`config.mk`:
```
export PLATFORM = sky130hd
export DESIGN_NAME = execute_stage_p
export DESIGN_NICKNAME = d
export VERILOG_FILES = /design/src/rtl/execute_stage_p.sv
export SDC_FILE = /design/constraint.sdc
export NUM_CORES = 1
export LEC_CHECK = 0
export ABC_CLOCK_PERIOD_IN_PS = 5200
export CAP_MARGIN = 20
export CORE_MARGIN = 10
export CORE_UTILIZATION = 45
export DETAILED_ROUTE_END_ITERATION = 12
export GPL_TIMING_DRIVEN = 0
export PLACE_DENSITY = 0.79
export SYNTH_ARGS = -nofsm -noshare
export SYNTH_HDL_FRONTEND = slang
export SYNTH_SLANG_ARGS = --single-unit
```
`constraint.sdc`:
```
create_clock -name clk -period 5.2 [get_ports clk]
set_input_delay 0.52 -clock clk [delete_from_list [all_inputs] [get_ports clk]]
set_output_delay 0.52 -clock clk [all_outputs]
set_load 0.03 [all_outputs]
```
`src/rtl/execute_stage_p.sv`:
```
// rtl/execute_stage_p.sv - RV32-style execute stage: D/E register, forwarding, ALU, branch and JALR resolution.
// Define EXEC_MUL_EN to build the iterative shift-add multiplier that holds the stage through BusyE.
module execute_stage_p #(
  parameter int WIDTH  = 32,
  parameter int REG_AW = 5
) (
  input  logic              clk,
  input  logic              rst,
  input  logic              StallE,
  input  logic              FlushE,
  input  logic              RegWriteD,
  input  logic              MemWriteD,
  input  logic              JumpD,
  input  logic              BranchD,
  input  logic              JALRD,
  input  logic              ALUSrcD,
  input  logic              MulD,
  input  logic [1:0]        ResultSrcD,
  input  logic [3:0]        ALUControlD,
  input  logic [2:0]        BranchCondD,
  input  logic [WIDTH-1:0]  RD1D,
  input  logic [WIDTH-1:0]  RD2D,
  input  logic [WIDTH-1:0]  PCD,
  input  logic [WIDTH-1:0]  ImmExtD,
  input  logic [WIDTH-1:0]  PCPlus4D,
  input  logic [REG_AW-1:0] Rs1D,
  input  logic [REG_AW-1:0] Rs2D,
  input  logic [REG_AW-1:0] RdD,
  input  logic [1:0]        ForwardAE,
  input  logic [1:0]        ForwardBE,
  input  logic [WIDTH-1:0]  ALUResultM,
  input  logic [WIDTH-1:0]  ResultW,
  output logic              RegWriteE,
  output logic              MemWriteE,
  output logic              PCSrcE,
  output logic [1:0]        ResultSrcE,
  output logic [WIDTH-1:0]  ALUResultE,
  output logic [WIDTH-1:0]  WriteDataE,
  output logic [WIDTH-1:0]  PCTargetE,
  output logic [WIDTH-1:0]  PCPlus4E,
  output logic [REG_AW-1:0] Rs1E,
  output logic [REG_AW-1:0] Rs2E,
  output logic [REG_AW-1:0] RdE,
  output logic              BusyE
);

  localparam int SHW = $clog2(WIDTH);

  typedef struct packed {
    logic              reg_write;
    logic              mem_write;
    logic              jump;
    logic              branch;
    logic              jalr;
    logic              alu_src;
`ifdef EXEC_MUL_EN
    logic              mul;
`endif
    logic [1:0]        result_src;
    logic [3:0]        alu_control;
    logic [2:0]        branch_cond;
    logic [WIDTH-1:0]  rd1;
    logic [WIDTH-1:0]  rd2;
    logic [WIDTH-1:0]  pc;
    logic [WIDTH-1:0]  imm;
    logic [WIDTH-1:0]  pc_plus4;
    logic [REG_AW-1:0] rs1;
    logic [REG_AW-1:0] rs2;
    logic [REG_AW-1:0] rd;
  } de_t;

  de_t              de_q, de_d;
  logic             busy;
  logic [WIDTH-1:0] src_a, rs2_fwd, src_b;
  logic [WIDTH-1:0] alu_result, jalr_sum;
  logic [SHW-1:0]   shamt;
  logic             lt_s, lt_u, eq, taken;

  always_comb begin
    de_d             = '0;
    de_d.reg_write   = RegWriteD;
    de_d.mem_write   = MemWriteD;
    de_d.jump        = JumpD;
    de_d.branch      = BranchD;
    de_d.jalr        = JALRD;
    de_d.alu_src     = ALUSrcD;
`ifdef EXEC_MUL_EN
    de_d.mul         = MulD;
`endif
    de_d.result_src  = ResultSrcD;
    de_d.alu_control = ALUControlD;
    de_d.branch_cond = BranchCondD;
    de_d.rd1         = RD1D;
    de_d.rd2         = RD2D;
    de_d.pc          = PCD;
    de_d.imm         = ImmExtD;
    de_d.pc_plus4    = PCPlus4D;
    de_d.rs1         = Rs1D;
    de_d.rs2         = Rs2D;
    de_d.rd          = RdD;
  end

  // A multiply in flight holds the register exactly like an upstream stall.
  always_ff @(posedge clk or posedge rst) begin
    if (rst) begin
      de_q <= '0;
    end else if (FlushE) begin
      de_q <= '0;
    end else if (!(StallE || busy)) begin
      de_q <= de_d;
    end
  end

  always_comb begin
    case (ForwardAE)
      2'b01:   src_a = ResultW;
      2'b10:   src_a = ALUResultM;
      default: src_a = de_q.rd1;
    endcase
    case (ForwardBE)
      2'b01:   rs2_fwd = ResultW;
      2'b10:   rs2_fwd = ALUResultM;
      default: rs2_fwd = de_q.rd2;
    endcase
  end

  assign src_b = de_q.alu_src ? de_q.imm : rs2_fwd;
  assign shamt = src_b[SHW-1:0];
  assign lt_s  = $signed(src_a) < $signed(src_b);
  assign lt_u  = src_a < src_b;

  always_comb begin
    case (de_q.alu_control)
      4'b0000: alu_result = src_a + src_b;
      4'b0001: alu_result = src_a - src_b;
      4'b0010: alu_result = src_a & src_b;
      4'b0011: alu_result = src_a | src_b;
      4'b0100: alu_result = src_a ^ src_b;
      4'b0101: alu_result = {{(WIDTH-1){1'b0}}, lt_s};
      4'b0110: alu_result = {{(WIDTH-1){1'b0}}, lt_u};
      4'b0111: alu_result = src_a << shamt;
      4'b1000: alu_result = src_a >> shamt;
      4'b1001: alu_result = $unsigned($signed(src_a) >>> shamt);
      4'b1010: alu_result = src_b;
      default: alu_result = '0;
    endcase
  end

  // Branches always compare the two register operands, never the immediate.
  always_comb begin
    eq = (src_a == rs2_fwd);
    case (de_q.branch_cond)
      3'b000:  taken = eq;
      3'b001:  taken = !eq;
      3'b100:  taken = $signed(src_a) < $signed(rs2_fwd);
      3'b101:  taken = !($signed(src_a) < $signed(rs2_fwd));
      3'b110:  taken = src_a < rs2_fwd;
      3'b111:  taken = !(src_a < rs2_fwd);
      default: taken = 1'b0;
    endcase
  end

  assign jalr_sum = src_a + de_q.imm;

`ifdef EXEC_MUL_EN
  logic [SHW-1:0]   mul_cnt_q;
  logic             mul_active_q, mul_done_q;
  logic [WIDTH-1:0] mul_acc_q, mul_mcand_q, mul_mplier_q;
  logic [WIDTH-1:0] step_a, step_b, step_acc;

  // The first step consumes the live forwarded operands; later steps use the captured copies.
  assign busy     = de_q.mul & ~mul_done_q;
  assign step_a   = mul_active_q ? mul_mcand_q : src_a;
  assign step_b   = mul_active_q ? mul_mplier_q : src_b;
  assign step_acc = (mul_active_q ? mul_acc_q : '0) + (step_b[0] ? step_a : '0);

  always_ff @(posedge clk or posedge rst) begin
    if (rst) begin
      mul_cnt_q    <= '0;
      mul_active_q <= 1'b0;
      mul_done_q   <= 1'b0;
      mul_acc_q    <= '0;
      mul_mcand_q  <= '0;
      mul_mplier_q <= '0;
    end else if (FlushE) begin
      mul_cnt_q    <= '0;
      mul_active_q <= 1'b0;
      mul_done_q   <= 1'b0;
      mul_acc_q    <= '0;
    end else if (busy) begin
      mul_acc_q    <= step_acc;
      mul_mcand_q  <= step_a << 1;
      mul_mplier_q <= step_b >> 1;
      if (mul_cnt_q == SHW'(WIDTH - 1)) begin
        mul_cnt_q    <= '0;
        mul_active_q <= 1'b0;
        mul_done_q   <= 1'b1;
      end else begin
        mul_cnt_q    <= mul_cnt_q + SHW'(1);
        mul_active_q <= 1'b1;
      end
    end else if (!StallE) begin
      mul_cnt_q    <= '0;
      mul_active_q <= 1'b0;
      mul_done_q   <= 1'b0;
    end
  end

  assign ALUResultE = de_q.mul ? mul_acc_q : alu_result;
`else
  logic unused_muld;
  assign unused_muld = MulD;
  assign busy        = 1'b0;
  assign ALUResultE  = alu_result;
`endif

  assign BusyE      = busy;
  assign RegWriteE  = de_q.reg_write & ~busy;
  assign MemWriteE  = de_q.mem_write & ~busy;
  assign PCSrcE     = (de_q.jump | (de_q.branch & taken)) & ~busy;
  assign ResultSrcE = de_q.result_src;
  assign WriteDataE = rs2_fwd;
  assign PCTargetE  = de_q.jalr ? {jalr_sum[WIDTH-1:1], 1'b0} : de_q.pc + de_q.imm;
  assign PCPlus4E   = de_q.pc_plus4;
  assign Rs1E       = de_q.rs1;
  assign Rs2E       = de_q.rs2;
  assign RdE        = de_q.rd;

endmodule

```
==> impl_metrics.py <==
metrics = {
    "timing": {
        "rsz0062_at_grt": "yes",
        "fin_setup_tns_ps": -1490,
        "fin_ws_ps": -217,
        "drv_slew": 0,
        "final_hold_viol_count": 0,
        "setup_viol": 12,
        "worstMarginPinSlew_ps": 1200,
        "timing.final.crit_share_pct": 104,
        "relSlewSlack_pct": 19.8,
        "fin_hold_ws_ps": 424,
        "finClkSkew_ps": 0,
        "fin_crit_ps": 5420,
        "clock.fmax_mhz": 185,
    },
    "job": {
        "max_cap_violations": 0,
    },
    "pwr": {
        "power_frac_clock_pct": 17.8,
        "comb_power_share_pct": 61.3,
        "p_per_area_mw_per_mm2": 253,
        "seqPwrFrac_pct": 20.8,
        "swShare_pct": 48.3,
        "p_leak_nw": 14.1,
        "intPower_mw": 4.09,
        "net-switching-power_mw": 3.83,
        "ir_drop_mv": 0.254,
    },
    "cts": {
        "cts_max_level": 4,
        "cts_tree": "built",
        "clockRootBuffer": "clkbuf_16",
        "clock_tree.buffer_depth": 2,
        "clk_latency_ps": 460,
        "ctsHoldBuffers": 0,
        "numCtsBuffers": 17,
        "cts_sinks": 190,
        "clk_pin_slew_ps": 90,
    },
    "global_routing": {
        "grt_usage_pct": 39.7,
        "grt_max_degree": 42,
        "gr-total-overflow": 0,
        "antenna_found_initial": 36,
        "grt_pass1_wl_mm": 175,
        "grt_pass1_vias": 26100,
    },
    "synthesis": {
        "seq_area_frac_synth_pct": 21.3,
        "syn_inst": 2908,
        "yosysWarnings": 0,
        "ys_async_sr_fraction_pct": 100,
        "syn_nets": 3378,
        "synthFlopType": "dfrtp_1",
        "syn_area_mm2": 0.0224,
        "synth.avg_cell_area_um2": 7.69,
        "ys_types": 89,
        "yosys_register_bits": 190,
        "synth-edff-count": 0,
    },
    "critical_path": {
        "crit_path_start_kind": "input port",
        "crit_arrival_ps": 4900,
        "rrSetupSlack_ps": 2420,
        "cp.required_ps": 4680,
        "crit_type": "in2out",
        "worstPathMaxFanout": 10,
        "cp-end-kind": "output pin",
    },
    "drt": {
        "first_pass_iters": 10,
        "num_vias": 26800,
        "antenna_left": 0,
        "drc": 0,
        "wire_per_inst_um": 30.1,
        "drt_iter0_drc": 3210,
        "routed_wl_mm": 125,
        "via_per_inst": 6.45,
    },
    "die": {
        "io_pins": 412,
        "die_area_mm2": 0.0590,
        "die_h_um": 243,
        "die_x_um": 243,
        "fp-row-count": 81,
        "initial_core_util_pct": 45.6,
        "design.core.area_mm2": 0.0491,
    },
    "cells_and_area": {
        "drive_gt1_share_pct": 17.5,
        "syn_to_final_growth_pct": 40.0,
        "post-route-util_pct": 63.9,
        "seq_area_mm2": 0.00475,
        "nets": 3930,
        "final_cells": 4153,
        "multi_input_area_mm2": 0.0174,
        "fillers": 4147,
    },
    "status": {
        "violations": "setup timing",
        "status": "complete, but fails checks",
    },
    "place": {
        "dp.cells": 3992,
        "io_buffer_count": 407,
        "gp_congestion": 1.13,
        "dp_hpwl_mm": 96.7,
    },
    "hold_path": {
        "hold_path_class": "in2async",
    },
}
[per-layer routing]
metal	wire length (um)	track usage [%]
met4	11800	32.6
met2	55100	62.4
met3	15000	13.6
met1	42800	43.0
met5	278	0
[synth_stat cells (all sizes together), types with 11 or more instances]
library cell | count | area share [%]
nor2 | 390 | 6.5
mux2i | 299 | 13
o21ai | 242 | 5.4
nand2 | 233 | 3.9
a21oi | 220 | 5.0
ha | 203 | 11
dfrtp | 190 | 21
inv | 152 | 2.6
clkbuf | 125 | 2.1
buf | 113 | 3.1
a22oi | 85 | 2.9
xnor2 | 53 | 2.1
nor3 | 49 | 1.1
nand3 | 45 | 1.0
a21o | 34 | 1.1
a211oi | 32 | 1.1
o211ai | 32 | 1.1
mux2 | 26 | 1.3
xor2 | 24 | 0.94
a221oi | 23 | 0.96
nand2b | 23 | 0.64
a31oi | 22 | 0.62
o21a | 21 | 0.70
and3 | 20 | 0.56
o21bai | 19 | 0.64
o221ai | 17 | 0.74
o22ai | 16 | 0.45
or3 | 14 | 0.39
nor2b | 13 | 0.36
nand4 | 11 | 0.31
o2111ai | 11 | 0.43
o31ai | 11 | 0.39
[final timing paths]
| check | start | to | cells past startpoint |
|---|---|---|---|
| setup / recovery | ForwardBE[1] | ALUResultE[25] | 21 |
| hold / removal | rst | PCPlus4E[12] | 2 |
| setup reg to reg | de_q[178] | de_q[178] | 5 |
| hold reg to reg | de_q[159] | de_q[159] | 2 |
| max in group asynchronous | rst | PCPlus4E[28] | 5 |
| min in group clk | de_q[159] | de_q[159] | 2 |
[state kept, by name, indices dropped and copies added (netlist names)]
name	count
Rs2E	5
PCPlus4E	32
de_q	139
Rs1E	5
MemWriteE	1
RegWriteE	1
RdE	5
ResultSrcE	2
[worst max-delay path, stage by stage]
cell,delay [ps]
buf_4,110
inv_2,50
ha_4,220
clkbuf_16,190
a22oi_1,310
nor2_1,120
a21oi_2,210
o21ai_1,190
ha_1,330
buf_2,200
a211oi_2,190
nand2_1,90
a221o_1,330
a41o_4,280
a41oi_4,350
o31ai_4,100
and4_1,230
a311oi_2,260
xor2_2,270
o221ai_2,140
buf_6,190
[metrics by stage]
step                setup WS, ps  cell area [um2]  power, mW
floorplan                  -30.6            22500       4.06
global placement           -3020            27400       5.64
detailed placement         -2970            27500       5.64
CTS                         -295            30400       7.49
global route                -273            31300       8.15
finish                      -217            31300       7.92
[what timing repair did]
| action | 4_1_cts | 5_1_grt |
|---|---|---|
| buffers inserted | 70 | 55 |
| pin swaps | 80 | 61 |
| endpoints found under the setup margin | 62 | 55 |
| cloned | 2 | 2 |
| gates resized for setup | 603 | 165 |
[cell usage in the layout (no fill, tap or decap), types with 32 or more instances in the layout]
cell type / Yosys / final
o211ai_1: 32 / 32
a22oi_1: 85 / 69
nand2_1: 233 / 231
inv_1: 149 / 139
buf_4: 54 / 183
a21oi_1: 216 / 191
dfrtp_1: 190 / 190
nand3_1: 45 / 44
mux2i_1: 299 / 292
ha_1: 203 / 175
nor3_1: 48 / 43
clkbuf_1: 125 / 77
nor2_1: 390 / 385
a21o_1: 34 / 34
o21ai_0: 215 / 171
clkdlybuf4s50_1: 0 / 351
xnor2_1: 53 / 50
[power groups by stage]
stage / combinational [mW] / sequential (mW) / clock, mW
floorplan: 2.43 / 1.63 / 0
global placement: 3.97 / 1.67 / 0
detailed placement: 3.97 / 1.67 / 0
CTS: 4.44 / 1.64 / 1.41
global route: 5.04 / 1.66 / 1.46
finish: 4.86 / 1.65 / 1.41
[final cells by class]
| class | instances | area share [%] |
|---|---|---|
| diodes | 16 | 0.128 |
| plain buffers | 224 | 5.64 |
| multi-input cells | 2325 | 55.6 |
| clock buffers | 17 | 1.36 |
| repair buffers | 547 | 16.8 |
| flip-flops and latches | 190 | 15.2 |
| well taps | 664 | 2.65 |
| clock inverters | 15 | 0.631 |
| inverters | 155 | 1.99 |
[logic make-up after synthesis]
logic type	after synthesis	share of synthesized area [%]
DFF	190	21.3
buffers and inverters	393	7.80
adders and majority gates	207	11.7
and+or+nand+nor	834	16.0
muxes	325	14.7
other	1	0.0168
AOI/OAI and AO/OA	881	25.5
xor gates and xnor gates	77	3.01
Note: power is estimated with default switching activity, not from simulation.
==> patch, RTL diff (same flow settings) <==
Build with the macro `EXEC_MUL_EN` defined.
--- a/src/rtl/execute_stage_p.sv
+++ b/src/rtl/execute_stage_p.sv
@@ -2,2 +2,4 @@
 // Define EXEC_MUL_EN to build the iterative shift-add multiplier that holds the stage through BusyE.
+`define EXEC_MUL_EN
+
 module execute_stage_p #(
Function: changed (Yosys sat finds a counterexample within 4 cycles, from zero or initial values and one cycle with rst high).
==> patch against the unedited design <==
  * The run still ends with negative setup slack left
  * Design area increased by 30%
  * Largest cell class unchanged
  * Largest power group unchanged
  * Critical path depth increased by 1
  * Critical endpoint is now ALUResultE[23]
  * Worst setup slack got worse by 160 ps
  * Area after synthesis increased by 29%
  * Core utilization increased by 0.59 points
  * Die area increased by 26%
  * Power increased by 42%
  * Sequential cell count increased by 102
  * Global-route usage increased by 7.4 points
  * Wire length increased by 47%
==> patch: results (changes against the unedited design) <==
Netlist cell types 78 (-12%); Highest Clock Rate 0.179 GHz (-2.9%); fraction of area in multi-input gates 54.5% (-1.1 points); Max clock buf depth 3 (+1); wire length on met2 77,900 µm (+41%); met3 wire length 22,700 µm (+51%); CP max stage delay 410 ps (+60 ps); dpl cells 5,325 (+33%); worst reg-to-reg setup slack 100 ps (-2320 ps); Clock-cell share 2.84% (+0.86 points); Worst Skew 28.8 ps (+28.8 ps); layout cell share with drive strength beyond 1 18.4% (+0.91 points); outcome finished with violations; met1 Track Usage GR 56.0% (+13 points); Max VDD drop 0.000372 V (+47%); clock buf count 48 (+31); part of the power in the clock network 23.3% (+5.5 points); gpl congestion 1.09 (-3.5%); max FFs per register 142 (+2.2%); placement-stage cell area 0.0347 mm² (+26%); gr usage total 47.2% (+7.4 points); Worst Hold Class input port to flip-flop; vias in the first global route 36,300 (+39%); average routed wire per standard cell 33.0 µm (+9.6%); Psw 5220 µW (+36%); multi-input gates 3,251 (+40%); buffer share of cell area 20.4% (-2.0 points); register area share after synthesis 25.4% (+4.1 points); DP HPWL 138,000 µm (+42%); Synth Net Count 4,539 (+34%); number of synthesized register bits 292 (+54%); final non-filler cell total 5,562 (+34%); Metal-1 WL 65,000 µm (+52%); R2R depth 24 (+19); largest net degree at the start of global routing 44 (+4.8%); NumNets Final 5,191 (+32%); PnR worst setup slack -382 ps (-165 ps); Num CTS Buffers 35 (+18); dpl ws -3210 ps (-232 ps); leakage 0.0179 µW (+27%); Buffers on Ports 410 (+0.74%); sequential power share 23.2% (+2.4 points); Vias/cell 6.78 (+5.1%); diodes inserted 11 (-5); R2R Path End mul_acc_q[28]; final setup fails 20 (+8); failing checks negative setup slack; clock latency on the worst-skew pair 600 ps (+140 ps); R2R Path Start de_q[185]; drt first pass iters 6 (-4); CTS H-tree lvls 2 (-2); Reg clk slew, reported paths 60 ps (-30 ps); DR iter-0 viols 5,903 (+84%); Worst path slowest cell dfrtp_2
-- patch: logic make-up (layout without fill, tap and decap cells) --
family | after synthesis | after routing | synth area share (%)
mux | 94 | 94 | 3.31
buf+inv | 485 | 1162 | 7.10
other cells | 0 | 11 | 0
flops | 292 | 292 | 25.4
compound gates | 1380 | 1380 | 29.0
simple gates | 1419 | 1419 | 20.9
xor+xnor | 110 | 110 | 3.35
fa+ha+maj | 248 | 248 | 10.9
-- patch: how the worst max path moves through the flow --
stage | from | endpoint | slack (ps)
CTS | de_q[185] | ALUResultE[16] | -340
floorplan | ForwardBE[0] | ALUResultE[18] | -70
detailed placement | ForwardBE[0] | ALUResultE[0] | -3210
finish | de_q[185] | ALUResultE[23] | -380
global route | de_q[185] | ALUResultE[28] | -380
global placement | ForwardBE[0] | ALUResultE[24] | -3710
-- patch: repair_timing --
item / CTS / global route
buffers inserted: 134 / 45
pin swaps: 129 / 112
gates resized for setup: 809 / 240
gates cloned: 2 / 0
setup endpoints to repair: 88 / 60
